File: config.mk
export PLATFORM = sky130hd
export DESIGN_NAME = samp_framer
export DESIGN_NICKNAME = d
export VERILOG_FILES = /design/src/rtl/samp_pkg.sv /design/src/rtl/samp_framer.sv
export SDC_FILE = /design/constraint.sdc
export NUM_CORES = 1
export LEC_CHECK = 0
export BUFFER_PORTS_ARGS = -buffer_cell sky130_fd_sc_hd__buf_2
export CORE_UTILIZATION = 56
export DETAILED_ROUTE_END_ITERATION = 10
export PLACE_DENSITY = 0.78
export SYNTH_ARGS = -nofsm -noshare
export SYNTH_HDL_FRONTEND = slang
export SYNTH_SLANG_ARGS = --single-unit
File: constraint.sdc
create_clock -name clk -period 5.3 [get_ports clk]
set_input_delay 1.06 -clock clk [delete_from_list [all_inputs] [get_ports clk]]
set_output_delay 1.06 -clock clk [all_outputs]
set_load 0.005 [all_outputs]
File: src/rtl/samp_pkg.sv
// samp_pkg: shared FSM encoding, register map and sync byte for samp_framer
package samp_pkg;
    typedef enum logic [2:0] {IDLE, SETTLE, SYNC, SEQ, LEN, PULL, DATA, CSUM} state_t;
    localparam logic [3:0] REG_CTRL = 4'd0;
    localparam logic [3:0] REG_MAX = 4'd1;
    localparam logic [3:0] REG_SEQ = 4'd2;
    localparam logic [1:0] REG_PKT_HI = 2'b01;
    localparam logic [7:0] SYNC_BYTE_DEF = 8'hA5;
endpackage

File: src/rtl/samp_framer.sv
// samp_framer: packs queued 32-bit samples into sync/seq/len/data/csum byte packets
module samp_framer
    import samp_pkg::*;
#(
    parameter int MAX_SAMPLES = 63,
    parameter logic [7:0] SYNC_BYTE = SYNC_BYTE_DEF
) (
    input  logic        clk,
    input  logic        rst_n,
    input  logic [31:0] samp_stream_data,
    input  logic [7:0]  samp_stream_count,
    input  logic        samp_stream_avail,
    output logic        samp_stream_pull,
    output logic [7:0]  tx_data,
    output logic        tx_valid,
    input  logic        tx_ready,
    input  logic        wb_stb_i,
    input  logic        wb_cyc_i,
    input  logic        wb_we_i,
    input  logic [15:0] wb_adr_i,
    input  logic [7:0]  wb_dat_i,
    output logic [7:0]  wb_dat_o,
    output logic        wb_ack_o
);
    state_t state;
    logic enable, settle_cnt;
    logic [1:0] bcnt;
    logic [7:0] max_samples, seq, n, rem, csum;
    logic [31:0] pkt_cnt, sreg;
    logic [3:0] adr;
    logic busy, xfer, wr, unused_adr;
    logic [7:0] n_calc;
    assign adr = wb_adr_i[3:0];
    assign unused_adr = ^wb_adr_i[15:4];
    assign busy = (state != IDLE) && (state != SETTLE);
    assign xfer = tx_valid && tx_ready;
    assign wr = wb_cyc_i && wb_stb_i && wb_we_i;
    assign n_calc = (samp_stream_count < max_samples) ? samp_stream_count : max_samples;
    assign wb_ack_o = 1'b1;
    assign wb_dat_o = (adr == REG_CTRL) ? {6'b0, busy, enable} :
                      (adr == REG_MAX)  ? max_samples :
                      (adr == REG_SEQ)  ? seq :
                      (adr[3:2] == REG_PKT_HI) ? pkt_cnt[{adr[1:0], 3'b000} +: 8] : 8'h00;
    always_ff @(posedge clk) begin
        if (!rst_n) begin
            state <= IDLE;
            enable <= 1'b0;
            settle_cnt <= 1'b0;
            bcnt <= 2'd0;
            max_samples <= 8'(MAX_SAMPLES);
            seq <= 8'd0;
            n <= 8'd0;
            rem <= 8'd0;
            csum <= 8'd0;
            pkt_cnt <= 32'd0;
            sreg <= 32'd0;
            tx_data <= 8'd0;
            tx_valid <= 1'b0;
            samp_stream_pull <= 1'b0;
        end else begin
            samp_stream_pull <= 1'b0;
            if (wr && adr == REG_CTRL) enable <= wb_dat_i[0];
            if (wr && adr == REG_MAX && !busy) max_samples <= (wb_dat_i == 8'd0) ? 8'd1 : wb_dat_i;
            if (xfer && (state == SEQ || state == LEN || state == DATA)) csum <= csum ^ tx_data;
            case (state)
                IDLE: if (enable) begin
                    state <= SETTLE;
                    settle_cnt <= 1'b0;
                end
                SETTLE: if (!enable) state <= IDLE;
                else if (samp_stream_avail && n_calc != 8'd0) begin
                    settle_cnt <= 1'b1;
                    if (settle_cnt) begin
                        state <= SYNC;
                        n <= n_calc;
                        csum <= 8'd0;
                        tx_data <= SYNC_BYTE;
                        tx_valid <= 1'b1;
                    end
                end else settle_cnt <= 1'b0;
                SYNC: if (xfer) begin
                    state <= SEQ;
                    tx_data <= seq;
                end
                SEQ: if (xfer) begin
                    state <= LEN;
                    tx_data <= n;
                end
                LEN: if (xfer) begin
                    state <= PULL;
                    tx_valid <= 1'b0;
                    rem <= n;
                end
                PULL: if (samp_stream_avail) begin
                    state <= DATA;
                    samp_stream_pull <= 1'b1;
                    sreg <= samp_stream_data;
                    tx_data <= samp_stream_data[7:0];
                    tx_valid <= 1'b1;
                    bcnt <= 2'd0;
                end
                DATA: if (xfer) begin
                    sreg <= sreg >> 8;
                    bcnt <= bcnt + 2'd1;
                    tx_data <= sreg[15:8];
                    if (bcnt == 2'd3) begin
                        rem <= rem - 8'd1;
                        if (rem == 8'd1) begin
                            state <= CSUM;
                            tx_data <= csum ^ tx_data;
                        end else begin
                            state <= PULL;
                            tx_valid <= 1'b0;
                        end
                    end
                end
                CSUM: if (xfer) begin
                    state <= SETTLE;
                    settle_cnt <= 1'b0;
                    tx_valid <= 1'b0;
                    seq <= seq + 8'd1;
                    pkt_cnt <= pkt_cnt + 32'd1;
                end
                default: state <= IDLE;
            endcase
        end
    end
endmodule

* After elaboration in Yosys (flattened, before gate mapping)
Cells that the tools add are included.
** Operators by class
- Muxes and demuxes :: 57
- Bitwise logic cells :: 1
- Equality and inequality tests :: 28
- Add/subtract/negate cells :: 4
- Reduce and logical (&&, ||, !) cells :: 32
- Order comparisons :: 1
- Shifts and indexed selects :: 1
** Operators with widths (number)
- $mux W8 :: 22
- $mux W32 :: 2
- $pmux W32 S2 :: 1
- $pmux W8 S5 :: 1
- $mux W3 :: 11
- $add A32 B1 Y32 const B :: 1
- $shiftx A32 B6 Y8 :: 1
- $pmux W3 S8 :: 1
- $ne A2 B2 Y1 const B :: 11
- $pmux W8 S2 :: 1
- $eq A3 B3 Y1 const B :: 4
- $mux W1 :: 12
- $reduce_and A4 Y1 :: 3
- $reduce_and A10 Y1 :: 1
- $logic_and A1 B1 Y1 :: 9
- $reduce_and A9 Y1 :: 1
- $add A8 B1 Y8 const B :: 1
- $eq A8 B1 Y1 const B :: 1
- $logic_not A8 Y1 :: 1
- $lt A8 B8 Y1 :: 1
- $reduce_and A8 Y1 :: 1
- $reduce_bool A8 Y1 :: 1
- $sub A8 B1 Y8 const B :: 1
- $xor A8 B8 Y8 :: 1
- 25 further kinds :: 34
** Storage, ports and cells
- Logic and storage cells :: 138
- Flip-flop bits (word level) :: 121

* Logic depth before layout (Yosys ltp)
Gate-level depths: netlist of the first run.
- Word-level depth :: 9
- Mapped depth :: 10
- Mapped depth without buffers :: 8

* Worst setup path before layout of the first run
Ideal clock, no wire load.
- Kind :: input -> output
- Start point :: input wb_adr_i[0]
- End point :: output wb_dat_o[0]
- Required time :: 4.240 ns
- Buffers on the path :: 1
- Arrival :: 2.053 ns
- Slack :: 2.187 ns
- Stages on the path :: 4
- Cell sequence :: buf_2 mux4_2 a21oi_1 o21ai_0
** Between the ends
- Cells in the longest elaborated chain, start to end :: 5
** Ends and longest elaborated chain
- start: declaration :: line samp_framer.sv:20 : input logic [15:0] wb_adr_i,
- $shiftx A32 B6 Y8 :: line samp_framer.sv:43 : (adr[3:2] == REG_PKT_HI) ? pkt_cnt[{adr[1:0], 3'b000} +: 8] : 8'h00;
- $mux W8 :: line samp_framer.sv:43
- $mux W8 :: line samp_framer.sv:42 : (adr == REG_SEQ) ? seq :
- $mux W8 :: line samp_framer.sv:41 : (adr == REG_MAX) ? max_samples :
- $mux W8 * :: line samp_framer.sv:40 : assign wb_dat_o = (adr == REG_CTRL) ? {6'b0, busy, enable} :
- end: declaration :: line samp_framer.sv:22 : output logic [7:0] wb_dat_o,
Mark *: on every way between the ends. The rest lies on a longest branch, timed or not.

* Worst setup path after layout of the first run
Same ends and word-level chain as after synthesis.

==> results of run 1 <==
-- power breakdown --
| group | total [mW] | leakage, nW | internal [mW] | switching (mW) |
|---|---|---|---|---|
| Clock | 1.11 | 0.290 | 0.736 | 0.377 |
| Combinational | 0.109 | 2.00 | 0.0454 | 0.0636 |
| Sequential | 0.861 | 0.910 | 0.853 | 0.00835 |
-- registers in the layout (all words and copies together), names as in the netlist --
signal / flops
seq: 8
sreg: 24
csum: 8
bcnt: 2
enable: 1
pkt_cnt: 32
settle_cnt: 1
state: 3
samp_stream_pull: 1
tx_valid: 1
tx_data: 8
rem: 8
max_samples: 8
n: 8
-- per-stage QoR --
| stage | area (um^2) | hold WS [ns] | instances |
|---|---|---|---|
| after floorplan | 6290 | 0.467 | 756 |
| after global routing | 7270 | 0.505 | 960 |
| after global placement | 6690 | 0.480 | 930 |
| after detailed placement | 6690 | 0.486 | 930 |
| final | 7270 | 0.496 | 960 |
| after CTS | 7270 | 0.501 | 960 |
-- layer usage --
layer,vias up,global-route usage (%)
met5,-,0
met4,0,12.9
met3,38,7.23
met2,217,47.9
met1,2716,34.9
li1,2794,-
-- layout make-up --
cell class / instances / area (um^2)
clock buffer: 25 / 504
clock inverter: 5 / 75.1
fill: 902 / 3620
inverter: 24 / 90.1
multi-input combinational: 572 / 3740
sequential: 113 / 2260
tap: 140 / 175
timing repair buffer: 81 / 418
-- cell usage in the layout, fill, tap and decap left out, drive strengths merged, types with 11 or more instances in the layout --
master  netlist  routed
inv          24      24
dfxtp       113     113
clkbuf       34      25
nand4        11      11
o211a        17      17
o21ai        36      36
xor2         33      33
nand2        94      94
nor3         18      18
ha           12      12
a21oi        37      37
buf          13      81
nand3        36      36
nor2b        19      19
and2         44      44
xnor2        14      14
mux2i        23      23
a22oi        22      22
nor2         47      47
-- path summary, 6_finish.rpt --
path	slack (ns)	endpoint	startpoint
worst max-delay path	1.76	wb_dat_o[0]	wb_adr_i[0]
worst min-delay path	0.50	sreg[22]	sreg[22]
worst max register to register	2.35	tx_data[2]	state[0]
worst min register to register	0.50	sreg[22]	sreg[22]
-- kinds of logic (layout without fill, tap and decap cells) --
kind of cell / after synthesis / in the layout
compound gates: 160 / 160
xor+xnor: 47 / 47
simple gates: 314 / 314
fa+ha+maj: 12 / 12
buf+inv: 71 / 135
mux: 38 / 38
flops: 113 / 113
other cells: 1 / 1
==> flow_summary.toml, run 1 <==
[sta]
fmax_mhz = 283
hold_viol = 0
setup_viol = 0
fin_ws_ns = 1.76
rsz0062_at_grt = "false"
max_slew_margin_pct = 21.4
fin_setup_tns_ns = 0
fin_crit_sh_pct = 66.7
worstMarginPinSlew_ns = 1.17
final_max_slew_viol_count = 0
fin_crit_ns = 3.54
finalClockSkew_ns = 0.00759

[detailed_routing]
wl_met3_um = 994
viasPerCell = 6.01
vias = 5765
wire_per_inst_um = 16.4
drt-initial-drc-count = 466
routed.top_layer = "met4"
wl_met1_um = 7000
dr.pass1.iters = 5
detail-route-antenna-nets = 0
drc_errors = 0
drt-total-wl_um = 15800
wl_met2_um = 7310

[power_and_ir_drop]
p_total_mw = 2.08
powerDensity_nw_per_um2 = 286
irDropWorstVdd_v = 0.000236
leakagePower_nw = 3.20

[yosys]
async_reset_ff_share_pct = 0
synth_top_area_cell = "dfxtp_1"
synthTopCellsByArea = "dfxtp_1, nand2_1, xor2_1"
synth_compound_area_share_pct = 17.3
ys_seq_elements = 113
synthSimpleGateAreaFrac_pct = 25.4
synth_cell_type_count = 58
synth_ff_type = "dfxtp_1"
synthAdderAreaFrac_pct = 2.39
synth_area_per_cell_um2 = 8.33
ys_top_cells_by_count = "dfxtp_1, nand2_1, nor2_1"
synth_area_um2 = 6290
synth_top_family_by_area = "simple AND/OR/NAND/NOR gates"
synth_mux_area_share_pct = 7.77
synth_top_area_share_pct = 35.9
synth_most_common_cell = "dfxtp_1"
synth_cells = 756
synth_nets = 839
ys_seq_area_share_pct = 35.9
ys_warn_count = 0
synth-xor-area-share_pct = 6.54
synth_edf_count = 0

[worst_setup_path]
crit_buf_inv = 2
worst_path_max_delay_cell = "nor2b_1"
crit_top_cell = "buf_2"
endpoint_kind = "primary output"
cp.required_ns = 4.24
start_kind = "primary input"
rr_worst_depth = 5
path_max_fanout = 12
cp_top_family = "simple AND/OR/NAND/NOR gates"
crit_cells = 7
slowest_delay_ns = 0.49
path_class = "in2out"
path_cells = "buf_2 -> nor2b_1 -> a22oi_1 -> nor2_1 -> a21oi_1 -> o21ai_0 -> buf_2"
cp.arrival_ns = 2.48

[clocking]
cts_tree = "yes"
clock_latency_ns = 0.53
cts_resized = 0
cts_setup_buffers = 0
postCtsHoldBufs = 0
numCtsBuffers = 17
clock_sinks = 113
clockBufferDepth = 2
path_clk_slew_ns = 0.05
cts-root-buf = "clkbuf_8"
htreeDepth = 4

[floorplan]
std_cell_rows = 38
die-width_um = 108
coreArea_um2 = 10900
dieArea_um2 = 11700
die_y_um = 108
ios = 90
initial_core_util_pct = 57.8

[grt]
grt_pass1_vias = 5516
antenna_found_initial = 0
grt_max_degree = 47
grt_first_pass_wirelength_um = 26100
track_usage_pct = 28.8
overflow = 0

[final_layout]
syn_to_final_growth_pct = 15.5
finish.utilization_pct = 66.8
n_antenna_cell = 0
nets = 892
drive_gt1_share_pct = 16.2

[placed_design]
pre_cts_ws_ns = 1.80
numPortBuffers = 76
routabilityCongestion = 0.842
hpwlAfterDp_um = 11200

[hold_path]
hold_path_class = "reg2reg"
hold_depth = 1

[run]
drv_cap = 0

[status]
status = "completed"
No activity file was read; power rests on OpenSTA's default activity.
==> inputs of run 2 (changes only) <==
==> constraint.sdc (replaced) <==
create_clock -name clk -period 3.6 [get_ports clk]
set_input_delay 0.72 -clock clk [delete_from_list [all_inputs] [get_ports clk]]
set_output_delay 0.72 -clock clk [all_outputs]
set_load 0.005 [all_outputs]
==> run 2 against run 1 <==
Sequential share of layout area down 0.10 points. Global-route usage shrank 1.0 points. Highest routed layer unchanged. First-iteration DRC count fell by 23%.
==> flow_summary.toml, run 2 (synthesis results as in run 1) <==
[status]
status = "completed"

[final_layout]
regArea_um2 = 2260
multiInputGateArea_um2 = 3740
drive_gt1_share_pct = 17.2
n_antenna_cell = 0
nets = 897
layout_common_cells = "dfxtp_1, nand2_1, buf_2, nor2_1, and2_1"
largest_reg_flops = 32
final_common_cell = "dfxtp_1"
syn_to_final_growth_pct = 15.8
regMostFlops = "pkt_cnt"
fillers = 928
largestRegisters = "pkt_cnt x32, sreg x24"

[floorplan]
std_cell_rows = 38
die-width_um = 108
initial_core_util_pct = 57.8
die_y_um = 108
coreArea_um2 = 10900
ios = 90
dieArea_um2 = 11700

[detailed_routing]
drt-total-wl_um = 15400
drc_errors = 0
dr.pass1.iters = 5
wire_per_inst_um = 15.9
vias = 5694
viasPerCell = 5.89
detail-route-antenna-nets = 0
drt-initial-drc-count = 361

[sta]
finalClockSkew_ns = 0.00782
setup_viol = 0
fmax_mhz = 352
final_max_slew_viol_count = 0
max_slew_margin_pct = 26.8
fin_setup_tns_ns = 0
timing.hold.ws_ns = 0.415
hold_viol = 0
worstMarginPinSlew_ns = 1.09
fin_crit_ns = 2.84
rsz0062_at_grt = "false"
fin_crit_sh_pct = 79.0

[worst_setup_path]
path_class = "in2out"
cp.required_ns = 2.88
crit_top_cell = "buf_2"
rr_worst_depth = 8
r2r-start = "max_samples[7]"
slowest_delay_ns = 0.47
critPathLaunch = "wb_adr_i[0]"
timing.rr.end = "tx_data[7]"
path_cells = "buf_2 -> nor2b_1 -> a22oi_1 -> nor2_1 -> a21oi_1 -> o21ai_0 -> buf_2"
endpoint_kind = "primary output"
cp-endpoint = "wb_dat_o[0]"
path_max_fanout = 12
worst_path_max_delay_cell = "nor2b_1"
r2r_setup_slack_ns = 0.86
cp.arrival_ns = 2.12
start_kind = "primary input"

[grt]
grt_first_pass_wirelength_um = 24900
grt_pass1_vias = 5237
overflow = 0
antenna_found_initial = 0
track_usage_pct = 27.7
grt_max_degree = 64

[placed_design]
routabilityCongestion = 0.856
hpwlAfterDp_um = 11200
numPortBuffers = 76

[clocking]
clock_sinks = 113
cts-root-buf = "clkbuf_8"
clockBufferDepth = 2
cts_tree = "yes"
cts_setup_buffers = 0
clock_latency_ns = 0.54
htreeDepth = 4
cts_resized = 0
postCtsHoldBufs = 0
path_clk_slew_ns = 0.06
numCtsBuffers = 17

[power_and_ir_drop]
powerDensity_nw_per_um2 = 408
p_total_mw = 2.97
irDropWorstVdd_v = 0.000301
leakagePower_nw = 3.20

[run]
drv_cap = 0

[hold_path]
hold_path_class = "in2reg"
## run 2: metal layers
layer	share of wire, %	track usage, %	wire, um	up-vias
met3	5.6	6.33	861	41
met2	47	45.2	7210	179
met4	3.6	14.5	556	0
met1	44	34.1	6770	2665
li1	-	-	-	2809
met5	0	0	0	-
## run 2: worst min-delay path by stage
| stage | from | end | slack [ns] | depth (start not counted) |
|---|---|---|---|---|
| 6_report | wb_dat_i[1] | max_samples[1] | 0.42 | 3 |
| 5_1_grt | wb_dat_i[4] | max_samples[4] | 0.43 | 3 |
| 4_1_cts | wb_dat_i[1] | max_samples[1] | 0.40 | 3 |
| 3_5_place_dp | sreg[12] | sreg[12] | 0.49 | 1 |
| 3_3_place_gp | sreg[20] | sreg[20] | 0.48 | 1 |
| 2_1_floorplan | sreg[11] | sreg[11] | 0.47 | 1 |
## run 2: final cells by class
type	count	area share, %
tap	140	2.40
clock buffer	17	5.68
timing repair buffer	86	6.42
clock inverter	15	1.90
inverter	24	1.24
sequential	113	31.0
multi-input combinational	572	51.3
## run 2: worst max-delay path: cells and delay by family
kind	cells	cell delay, ns
AO/OA/AOI/OAI	3	0.38
buffers and inverters	2	0.43
AND/OR/NAND/NOR	2	0.58
## run 2: power by group
group          switching [mW]  internal (mW)
logic                  0.0969         0.0699
clock network           0.628          0.917
registers             0.00814           1.25
## run 2: stage by stage
step,instance area (um^2),util (%),worst slack (ns),instances
final,7290,67.0,0.756,967
after global routing,7290,67.0,0.610,967
after CTS,7290,67.0,0.760,967
after detailed placement,6740,61.9,0.530,935
after global placement,6740,61.9,0.636,935
after floorplan,6290,-,1.04,756
==> inputs of run 3 (changes only) <==
==> constraint.sdc (replaced) <==
create_clock -name clk -period 2.62 [get_ports clk]
set_input_delay 0.524 -clock clk [delete_from_list [all_inputs] [get_ports clk]]
set_output_delay 0.524 -clock clk [all_outputs]
set_load 0.005 [all_outputs]
==> run 3 against run 2 <==
Sequential share of layout area down 0.53 points. Global-route usage up 1.8 points. Largest cell class unchanged. Critical path depth down 3. Clock power up 53%. Total power up 46%. Die area unchanged. Wire length up 7.1%. Non-clock buffer count up 12.
==> flow_summary.toml, run 3 (synthesis results as in run 1) <==
[sta]
fin_setup_tns_ns = 0
worstMarginPinSlew_ns = 0.727
setup_viol = 0
max_slew_margin_pct = 51.3
rsz0062_at_grt = "false"
fin_crit_sh_pct = 91.7
fmax_mhz = 416
finalClockSkew_ns = 0.00792
final_max_slew_viol_count = 0
fin_crit_ns = 2.40
hold_viol = 0
timing.hold.ws_ns = 0.238

[worst_setup_path]
slowest_delay_ns = 0.53
path_cells = "buf_4 -> nor2_1 -> a211oi_1 -> buf_2"
path_max_fanout = 12
start_kind = "register"
cp.arrival_ns = 1.88
worst_path_max_delay_cell = "dfxtp_1"
cp.required_ns = 2.10
cp_top_family = "flip-flops"
crit_buf_inv = 2
path_class = "reg2out"
endpoint_kind = "primary output"

[floorplan]
dieArea_um2 = 11700
initial_core_util_pct = 57.8
coreArea_um2 = 10900
die-width_um = 108
die_y_um = 108
ios = 90
std_cell_rows = 38

[final_layout]
largest_reg_flops = 32
final_common_cell = "dfxtp_1"
drive_gt1_share_pct = 18.0
layout_common_cells = "dfxtp_1, nand2_1, buf_2, nor2_1, and2_1"
nets = 909
syn_to_final_growth_pct = 17.8
largestRegisters = "pkt_cnt x32, sreg x24"
n_antenna_cell = 0
regMostFlops = "pkt_cnt"

[run]
drv_cap = 0

[placed_design]
numPortBuffers = 76
routabilityCongestion = 0.882
hpwlAfterDp_um = 11700

[detailed_routing]
drt-total-wl_um = 16500
drc_errors = 0
viasPerCell = 6.03
wire_per_inst_um = 16.9
dr.pass1.iters = 5
detail-route-antenna-nets = 0
vias = 5900
drt-initial-drc-count = 459

[grt]
overflow = 0
antenna_found_initial = 0
grt_max_degree = 34
grt_first_pass_wirelength_um = 26800
grt_pass1_vias = 5529
track_usage_pct = 29.5

[power_and_ir_drop]
p_total_mw = 4.33
powerDensity_nw_per_um2 = 584
irDropWorstVdd_v = 0.000508
leakagePower_nw = 3.28

[clocking]
numCtsBuffers = 17
clock_sinks = 113
clock_latency_ns = 0.52
path_clk_slew_ns = 0.05
htreeDepth = 4
cts_setup_buffers = 0
postCtsHoldBufs = 0
cts_tree = "yes"
clockBufferDepth = 2
cts-root-buf = "clkbuf_8"

[hold_path]
hold_path_class = "in2reg"

[status]
status = "completed"
run 3: cell count changes in the layout (fill, tap and decap cells not counted):
cell        before  now
clkinv_4         6    0
bufinv_16        1    4
inv_6            1    0
clkbuf_8         1    2
buf_12           1    0
clkbuf_1         0    3
clkinvlp_4       5    4
nor2b_1         19   18
buf_4            9   22
nor2b_2          0    1
run 3: stage by stage:
stage,setup WS [ns],std cells,util [%],area (um^2)
6_report,0.218,978,68.1,7420
5_1_grt,0.118,978,68.1,7420
4_1_cts,0.146,978,68.1,7420
3_5_place_dp,0.0887,947,62.6,6820
3_3_place_gp,0.147,947,62.6,6820
2_1_floorplan,0.254,756,-,6290
run 3: cell type report:
cell class | instances | area, um^2
clock buffer | 21 | 439
clock inverter | 10 | 160
fill | 862 | 3470
inverter | 24 | 90.1
multi-input combinational | 572 | 3750
sequential | 113 | 2260
tap | 140 | 175
timing repair buffer | 98 | 546
run 3: worst paths after layout:
path / start / to / slack [ns] / depth (start not counted)
worst max-delay path: state[1] / wb_dat_o[1] / 0.22 / 4
worst min-delay path: wb_dat_i[5] / max_samples[5] / 0.24 / 3
worst max register to register: max_samples[7] / tx_data[5] / 0.25 / 9
worst min register to register: sreg[12] / sreg[12] / 0.50 / 1
run 3: what timing repair did:
action,CTS,global route
gates resized for setup,0,1
endpoints found under the hold margin,0,0
setup endpoints to repair,0,1
run 3: power by group:
part	internal [mW]	switching (mW)	total, mW
clock	1.56	0.799	2.36
combinational	0.0991	0.145	0.245
sequential	1.72	0.00544	1.73
run 3: tightest hold or removal path, cell delays in order:
cell and delay [ns]:
buf_2 0.09, mux2i_1 0.06, nand2_1 0.06
run 3: routing by layer:
layer  wire length [um]  track usage [%]
met1               6920             35.3
met2               8080             51.3
met3               1120             6.99
met4                363             10.6
met5                  0                0
